[config.mk]
export PLATFORM = sky130hd
export DESIGN_NAME = ir_transmitter
export DESIGN_NICKNAME = d
export VERILOG_FILES = /design/src/rtl/ir_transmitter.sv
export SDC_FILE = /design/constraint.sdc
export NUM_CORES = 1
export LEC_CHECK = 0
export ABC_CLOCK_PERIOD_IN_PS = 2250
export BUFFER_PORTS_ARGS = -buffer_cell sky130_fd_sc_hd__buf_2
export CAP_MARGIN = 15
export CORE_MARGIN = 2
export CORE_UTILIZATION = 43
export CTS_CLUSTER_SIZE = 10
export DETAILED_ROUTE_END_ITERATION = 16
export PLACE_DENSITY = 0.72
export SETUP_SLACK_MARGIN = 0.05
export SLEW_MARGIN = 5
export SYNTH_ARGS = -nofsm -noshare
export SYNTH_HDL_FRONTEND = slang
export SYNTH_SLANG_ARGS = --single-unit
[constraint.sdc]
create_clock -name clock -period 2.25 [get_ports clock]
set_input_delay 0.1125 -clock clock [delete_from_list [all_inputs] [get_ports clock]]
set_output_delay 0.1125 -clock clock [all_outputs]
set_load 0.005 [all_outputs]
[src/rtl/ir_transmitter.sv]
// ir_transmitter: SIRC-style 12-bit IR frame serialiser.
// Sends the latched command REPEATS times, one frame per FRAME_CYCLES slot,
// on-off keyed onto a carrier that toggles every CARRIER_HALF clocks.
module ir_transmitter #(
  parameter int unsigned UNIT_CYCLES  = 16200,
  parameter int unsigned CARRIER_HALF = 338,
  parameter int unsigned FRAME_CYCLES = 1215000,
  parameter int unsigned REPEATS      = 3
) (
  input  logic        clock,
  input  logic        reset,
  input  logic        transmit,
  input  logic [11:0] command,
  output logic        ir_out,
  output logic        busy,
  output logic        done
);

  localparam int unsigned UW = $clog2(4 * UNIT_CYCLES + 1);
  localparam int unsigned CW = $clog2(CARRIER_HALF + 1);
  localparam int unsigned FW = 21;

  localparam logic [UW-1:0] START_LAST = UW'(4 * UNIT_CYCLES - 1);
  localparam logic [UW-1:0] ONE_LAST   = UW'(UNIT_CYCLES - 1);
  localparam logic [UW-1:0] TWO_LAST   = UW'(2 * UNIT_CYCLES - 1);
  localparam logic [CW-1:0] CAR_LAST   = CW'(CARRIER_HALF - 1);
  localparam logic [FW-1:0] FRAME_LAST = FW'(FRAME_CYCLES - 1);
  localparam logic [3:0]    LAST_REP   = 4'(REPEATS - 1);

  typedef enum logic [2:0] {
    IDLE,
    START_MARK,
    BIT_SPACE,
    BIT_MARK,
    GAP
  } state_t;

  state_t        state_q, state_d;
  logic [UW-1:0] unit_cnt_q, unit_cnt_d;
  logic [FW-1:0] frame_cnt_q, frame_cnt_d;
  logic [CW-1:0] car_cnt_q, car_cnt_d;
  logic          carrier_q, carrier_d;
  logic [3:0]    bit_idx_q, bit_idx_d;
  logic [3:0]    frame_idx_q, frame_idx_d;
  logic [11:0]   cmd_q, cmd_d;
  logic          ir_out_q, ir_out_d;
  logic          busy_q, busy_d;
  logic          done_q, done_d;
  logic          mark_d;
  logic [UW-1:0] bit_last;

  // State register and all counters; synchronous reset aborts any request.
  always_ff @(posedge clock) begin
    if (reset) begin
      state_q     <= IDLE;
      unit_cnt_q  <= '0;
      frame_cnt_q <= '0;
      car_cnt_q   <= '0;
      carrier_q   <= 1'b0;
      bit_idx_q   <= '0;
      frame_idx_q <= '0;
      cmd_q       <= '0;
      ir_out_q    <= 1'b0;
      busy_q      <= 1'b0;
      done_q      <= 1'b0;
    end else begin
      state_q     <= state_d;
      unit_cnt_q  <= unit_cnt_d;
      frame_cnt_q <= frame_cnt_d;
      car_cnt_q   <= car_cnt_d;
      carrier_q   <= carrier_d;
      bit_idx_q   <= bit_idx_d;
      frame_idx_q <= frame_idx_d;
      cmd_q       <= cmd_d;
      ir_out_q    <= ir_out_d;
      busy_q      <= busy_d;
      done_q      <= done_d;
    end
  end

  // Next-state, counters and carrier; outputs are computed from the next
  // state so that the registered ir_out lines up with the cycle it describes.
  always_comb begin
    state_d     = state_q;
    unit_cnt_d  = unit_cnt_q + 1'b1;
    frame_cnt_d = frame_cnt_q + 1'b1;
    bit_idx_d   = bit_idx_q;
    frame_idx_d = frame_idx_q;
    cmd_d       = cmd_q;
    done_d      = 1'b0;
    bit_last    = cmd_q[bit_idx_q] ? TWO_LAST : ONE_LAST;

    if (car_cnt_q == CAR_LAST) begin
      car_cnt_d = '0;
      carrier_d = ~carrier_q;
    end else begin
      car_cnt_d = car_cnt_q + 1'b1;
      carrier_d = carrier_q;
    end

    case (state_q)
      IDLE: begin
        unit_cnt_d  = '0;
        frame_cnt_d = '0;
        car_cnt_d   = '0;
        carrier_d   = 1'b0;
        if (transmit) begin
          cmd_d       = command;
          frame_idx_d = '0;
          bit_idx_d   = '0;
          carrier_d   = 1'b1;
          state_d     = START_MARK;
        end
      end
      START_MARK: begin
        if (unit_cnt_q == START_LAST) begin
          unit_cnt_d = '0;
          bit_idx_d  = '0;
          state_d    = BIT_SPACE;
        end
      end
      BIT_SPACE: begin
        if (unit_cnt_q == ONE_LAST) begin
          unit_cnt_d = '0;
          state_d    = BIT_MARK;
        end
      end
      BIT_MARK: begin
        if (unit_cnt_q == bit_last) begin
          unit_cnt_d = '0;
          if (bit_idx_q == 4'd11) begin
            state_d = GAP;
          end else begin
            bit_idx_d = bit_idx_q + 1'b1;
            state_d   = BIT_SPACE;
          end
        end
      end
      GAP: begin
        unit_cnt_d = '0;
        if (frame_cnt_q == FRAME_LAST) begin
          frame_cnt_d = '0;
          car_cnt_d   = '0;
          if (frame_idx_q == LAST_REP) begin
            carrier_d = 1'b0;
            done_d    = 1'b1;
            state_d   = IDLE;
          end else begin
            carrier_d   = 1'b1;
            frame_idx_d = frame_idx_q + 1'b1;
            state_d     = START_MARK;
          end
        end
      end
      default: begin
        state_d = IDLE;
      end
    endcase

    mark_d   = (state_d == START_MARK) || (state_d == BIT_MARK);
    ir_out_d = mark_d & carrier_d;
    busy_d   = (state_d != IDLE);
  end

  assign ir_out = ir_out_q;
  assign busy   = busy_q;
  assign done   = done_q;

endmodule

# After elaboration in Yosys (flattened, before gate mapping)
# Cells that the tools add are included.
[totals]
elab_cells = 84
output_inout_bits = 3
reg_bits = 73
in_bits = 15
[classes]
eq_ne = 19
n_lt_le_gt_ge = 1
addsub = 5
bitwise_logic = 4
mux = 34
n_reduce_logical = 10
[ops]
columns = ["cell", "n"]
rows = [
  ["16-bit one-hot mux with 4 select lines", 1],
  ["16-bit two-way mux", 3],
  ["21-bit one-hot mux with 2 select lines", 1],
  ["4-bit two-way mux", 6],
  ["21-bit by 1-bit adder with 21-bit output (second input constant)", 1],
  ["21-bit == test (second input constant)", 1],
  ["21-bit two-way mux", 1],
  ["3-bit two-way mux", 6],
  ["9-bit two-way mux", 2],
  ["9-bit one-hot mux with 2 select lines", 1],
  ["16-bit by 1-bit adder with 16-bit output (second input constant)", 1],
  ["16-bit by 14-bit == test with 1-bit output (second input constant)", 1],
  ["16-bit by 15-bit == test with 1-bit output", 1],
  ["16-bit == test (second input constant)", 1],
  ["15-bit two-way mux", 1],
  ["3-bit one-hot mux with 5 select lines", 1],
  ["2-bit != test (second input constant)", 6],
  ["4-bit one-hot mux with 3 select lines", 1],
  ["9-bit by 1-bit adder with 9-bit output (second input constant)", 1],
  ["3-bit by 2-bit == test with 1-bit output (second input constant)", 3],
  ["9-bit == test (second input constant)", 1],
  ["4-bit by 1-bit adder with 4-bit output (second input constant)", 2],
  ["4-bit one-hot mux with 2 select lines", 1],
  ["1-bit two-way mux", 7],
  ["other kinds (18)", 22],
]

# Logic depth before layout (Yosys ltp)
[logic_depth]
depth_word = 9
ltp_mapped = 8
ltp_nobuf = 7

# Least setup slack after synthesis
# No wires, ideal clock.
[synth_path]
kind = "reg2reg"
start = "register bit_idx_q[0]"
end = "register bit_idx_q[0]"
setup_time_ns = 0.121
arrival_time_ns = 2.021
setup_slack_ns = 0.107
synth_period_minus_slack_ns = 2.143
n_path_buf = 1
path_stages_with_launch = 8
required_time_ns = 2.129
path_cell_list = "dfxtp_1 > buf_6 > mux4_2 > nand2b_4 > a211oi_4 > o21ai_4 > o21a_4 > mux2_4"
[synth_between]
elab_chain_cells = 6
elab_cells_between_ends = 12
cone_classes = "add/sub: 1; eq/ne: 4; mux: 6; reduce/logical: 1"
[synth_rtl]
columns = ["element", "line_no", "source"]
rows = [
  ["start: declaration", "43", "logic [3:0] bit_idx_q, bit_idx_d;"],
  ["start signal: assignment", "72", "bit_idx_q <= bit_idx_d;"],
  ["1-bit binary-select mux with 4-bit select", "91", "bit_last = cmd_q[bit_idx_q] ? TWO_LAST : ONE_LAST;"],
  ["1-bit two-way mux (implied by the code)", "91", ""],
  ["15-bit two-way mux", "91", ""],
  ["16-bit by 15-bit == test with 1-bit output", "129", "if (unit_cnt_q == bit_last) begin"],
  ["2-bit != test (no source line)", "-", ""],
  ["5-bit AND reduction (no source line)", "-", ""],
]
# Parallel ways exist; a longest one is shown, timed or not. The select of a mux whose other input is x is not followed.
# A chain may end at the register's enable or synchronous reset.

# Worst setup path in the final report
# Same ends and word-level chain as after synthesis.

==> results.py <==
metrics = {
    "power": {
        "max-vdd-ir-drop_mv": 0.390,
        "p_leak_nw": 1.44,
        "pwr_density_cell_nw_per_um2": 623,
    },
    "floorplan": {
        "die_w_um": 94.3,
        "ios": 18,
        "num_rows": 32,
        "core_region_area_um2": 7810,
        "dieArea_um2": 8900,
        "start_util_pct": 45.0,
        "die_y_um": 94.3,
    },
    "layout": {
        "fin_nets": 462,
        "n_fill_cell": 711,
        "antenna_cells": 0,
        "layout_common_cells": "nor2_1 (72), dfxtp_1 (72), nand2_1 (46), xor2_1 (29), nand3_1 (23)",
        "drive_gt1_share_pct": 14.4,
        "regArea_um2": 1470,
        "multiInputGateArea_um2": 1940,
        "design_area_um2": 4050,
        "instances_no_fill": 547,
        "area_delta_synth_final_pct": 15.4,
    },
    "clocking": {
        "clock-sinks": 73,
        "worst_skew_pair.late_latency_ns": 0.35,
        "cts_buffers": 9,
        "htreeDepth": 3,
        "clkTransAtPathRegs_ns": 0.07,
        "root_buffer": "clkbuf_8",
        "cts_tree": "yes",
        "ctsLongestPathBuffers": 2,
    },
    "synth": {
        "yosysSeqAreaShare_pct": 41.6,
        "yosys_warnings": 0,
        "synth_nets": 429,
        "syn_area_um2": 3510,
        "synth_edf_count": 0,
        "synth_ff_type": "dfxtp_1",
        "synth-seq-cells": 73,
        "synth_cells": 407,
        "synth.distinct_cells": 52,
        "async_flop_share_pct": 0,
        "syn_area_per_cell_um2": 8.62,
    },
    "sta": {
        "timing.final.crit_period_ns": 2.12,
        "fmax_ghz": 0.472,
        "fin_setup_tns_ns": 0,
        "max-slew-margin-rel_pct": 63.3,
        "slew_violations": 0,
        "finClkSkew_ns": 0.00756,
        "setup_viol": 0,
        "tightest_slew_ns": 0.551,
        "hold_violations": 0,
        "rsz0062_at_grt": "no",
        "final.period_utilization_pct": 94.1,
    },
    "placement": {
        "port_buffers": 17,
        "place_congestion": 0.802,
        "hpwl_um": 4890,
        "place_inst": 523,
        "place_area_um2": 3740,
    },
    "worst_setup_path": {
        "critical_path.endpoint_type": "flip-flop",
        "cpPeakStageDelay_ns": 0.51,
        "critPathRequiredTime_ns": 2.49,
        "cp_max_fo": 4,
        "crit_slowest_cell": "mux4_2",
        "crit_buf_inv": 0,
        "crit_arrival_ns": 2.36,
        "crit_type": "flip-flop to flip-flop",
        "worstPathCellList": "mux4_2 -> o211a_1 -> a21o_1 -> o21ai_4 -> o21a_4 -> mux2_4",
        "path_delay_family": "compound AO/OA/AOI/OAI gates",
        "critPathLaunchType": "flip-flop",
    },
    "global_routing": {
        "grt_max_degree": 30,
        "track_usage_pct": 17.0,
        "grt_antenna_before_repair": 0,
        "grt_first_pass_wirelength_um": 12100,
        "grt_remaining_overflow": 0,
        "grt_pass1_vias": 2830,
    },
    "run": {
        "maxCapViolCount": 0,
    },
    "min_path": {
        "min_path_type": "input port to flip-flop",
    },
    "drt": {
        "drc": 0,
        "totalWireLength_um": 6850,
        "ant_nets": 0,
        "vias": 2880,
        "viasPerCell": 5.27,
        "drtPass1Iterations": 4,
        "avgRoutedWirePerCell_um": 12.5,
        "drtIter0Drc": 111,
    },
    "outcome": {
        "status": "complete, no violations",
    },
}
tightest hold or removal path: cells and delay by family:
kind            cells  cell delay (ns)
buf+inv             1             0.10
compound gates      1             0.06
simple gates        1             0.05
cells by family (layout without fill, tap and decap cells):
logic type | after synthesis | after routing | synth area share, %
flops | 73 | 73 | 41.6
simple gates | 208 | 208 | 29.9
mux | 7 | 7 | 2.89
buf+inv | 27 | 65 | 3.32
fa+ha+maj | 7 | 7 | 2.50
xor+xnor | 41 | 41 | 10.2
compound gates | 44 | 44 | 9.48
final timing paths:
check / slack (ns) / start / depth (start not counted) / to
min: 0.02 / command[5] / 3 / cmd_q[5]
max reg2reg: 0.13 / bit_idx_q[0] / 6 / bit_idx_q[0]
max: 0.13 / bit_idx_q[0] / 6 / bit_idx_q[0]
min reg2reg: 0.45 / unit_cnt_q[0] / 1 / unit_cnt_q[0]
registers in the layout, indices dropped and copies added (netlist names):
name / flops
state_q: 3
carrier_q: 1
busy: 1
done: 1
unit_cnt_q: 16
cmd_q: 12
ir_out: 1
bit_idx_q: 4
car_cnt_q: 9
frame_idx_q: 4
frame_cnt_q: 21
area by class of cell:
class / count / area share, %
clock buffers: 10 / 3.40
clock inverters: 6 / 1.67
inverters: 12 / 1.11
multi-input cells: 307 / 48.0
flip-flops and latches: 73 / 36.2
well taps: 102 / 3.15
repair buffers: 37 / 6.49
Yosys cell counts, types with 3 or more instances:
cell type  instances  share of area (%)
o21ai_0            3               0.43
and3_1             7                1.2
nand2_1           46                4.9
nor4b_1            4                1.0
and2_1             3               0.53
inv_1             12                1.3
nand3_1           23                3.3
a21oi_1           18                2.6
o211ai_1           3               0.64
xnor2_1           12                3.0
or3_1              3               0.53
and4_1             7                1.7
nor4bb_1           3               0.86
xor2_1            29                7.2
mux2i_1            3               0.86
nand4b_1           3               0.75
clkbuf_1          12                1.3
nor3_1             6               0.86
dfxtp_1           73                 42
nand4_1           12                2.1
ha_1               7                2.5
nor2_1            72                7.7
nor2b_1            7                1.2
stage by stage:
stage	util [%]	hold WS [ns]	worst slack (ns)	power, mW
after floorplan	-	0.248	0.107	1.46
after global placement	47.9	0.352	0.0950	1.49
after detailed placement	47.9	0.365	0.0644	1.50
after CTS	51.3	0.00363	0.105	2.55
after global routing	51.9	0.00204	0.0537	2.63
final	51.9	0.0160	0.133	2.52
report_power, final:
part | total, mW | switching, mW | leakage [nW] | internal, mW
combinational | 0.153 | 0.0850 | 0.752 | 0.0683
sequential | 1.33 | 0.0159 | 0.592 | 1.31
clock | 1.04 | 0.496 | 0.0985 | 0.543
repair_timing:
action,CTS,global route
pin swaps,0,3
resized for setup,1,3
setup endpoints to repair,3,20
hold buffers,6,0
setup buffers,0,2
hold endpoints to repair,6,0
layer usage:
metal	GRT usage (%)	share of wire [%]	vias to the layer above
li1	-	-	1464
met1	20.2	46	1372
met2	29.4	49	34
met3	4.95	3.6	10
met4	5.92	1.5	0
met5	0	0	-
(Power assumes the default switching activity.)
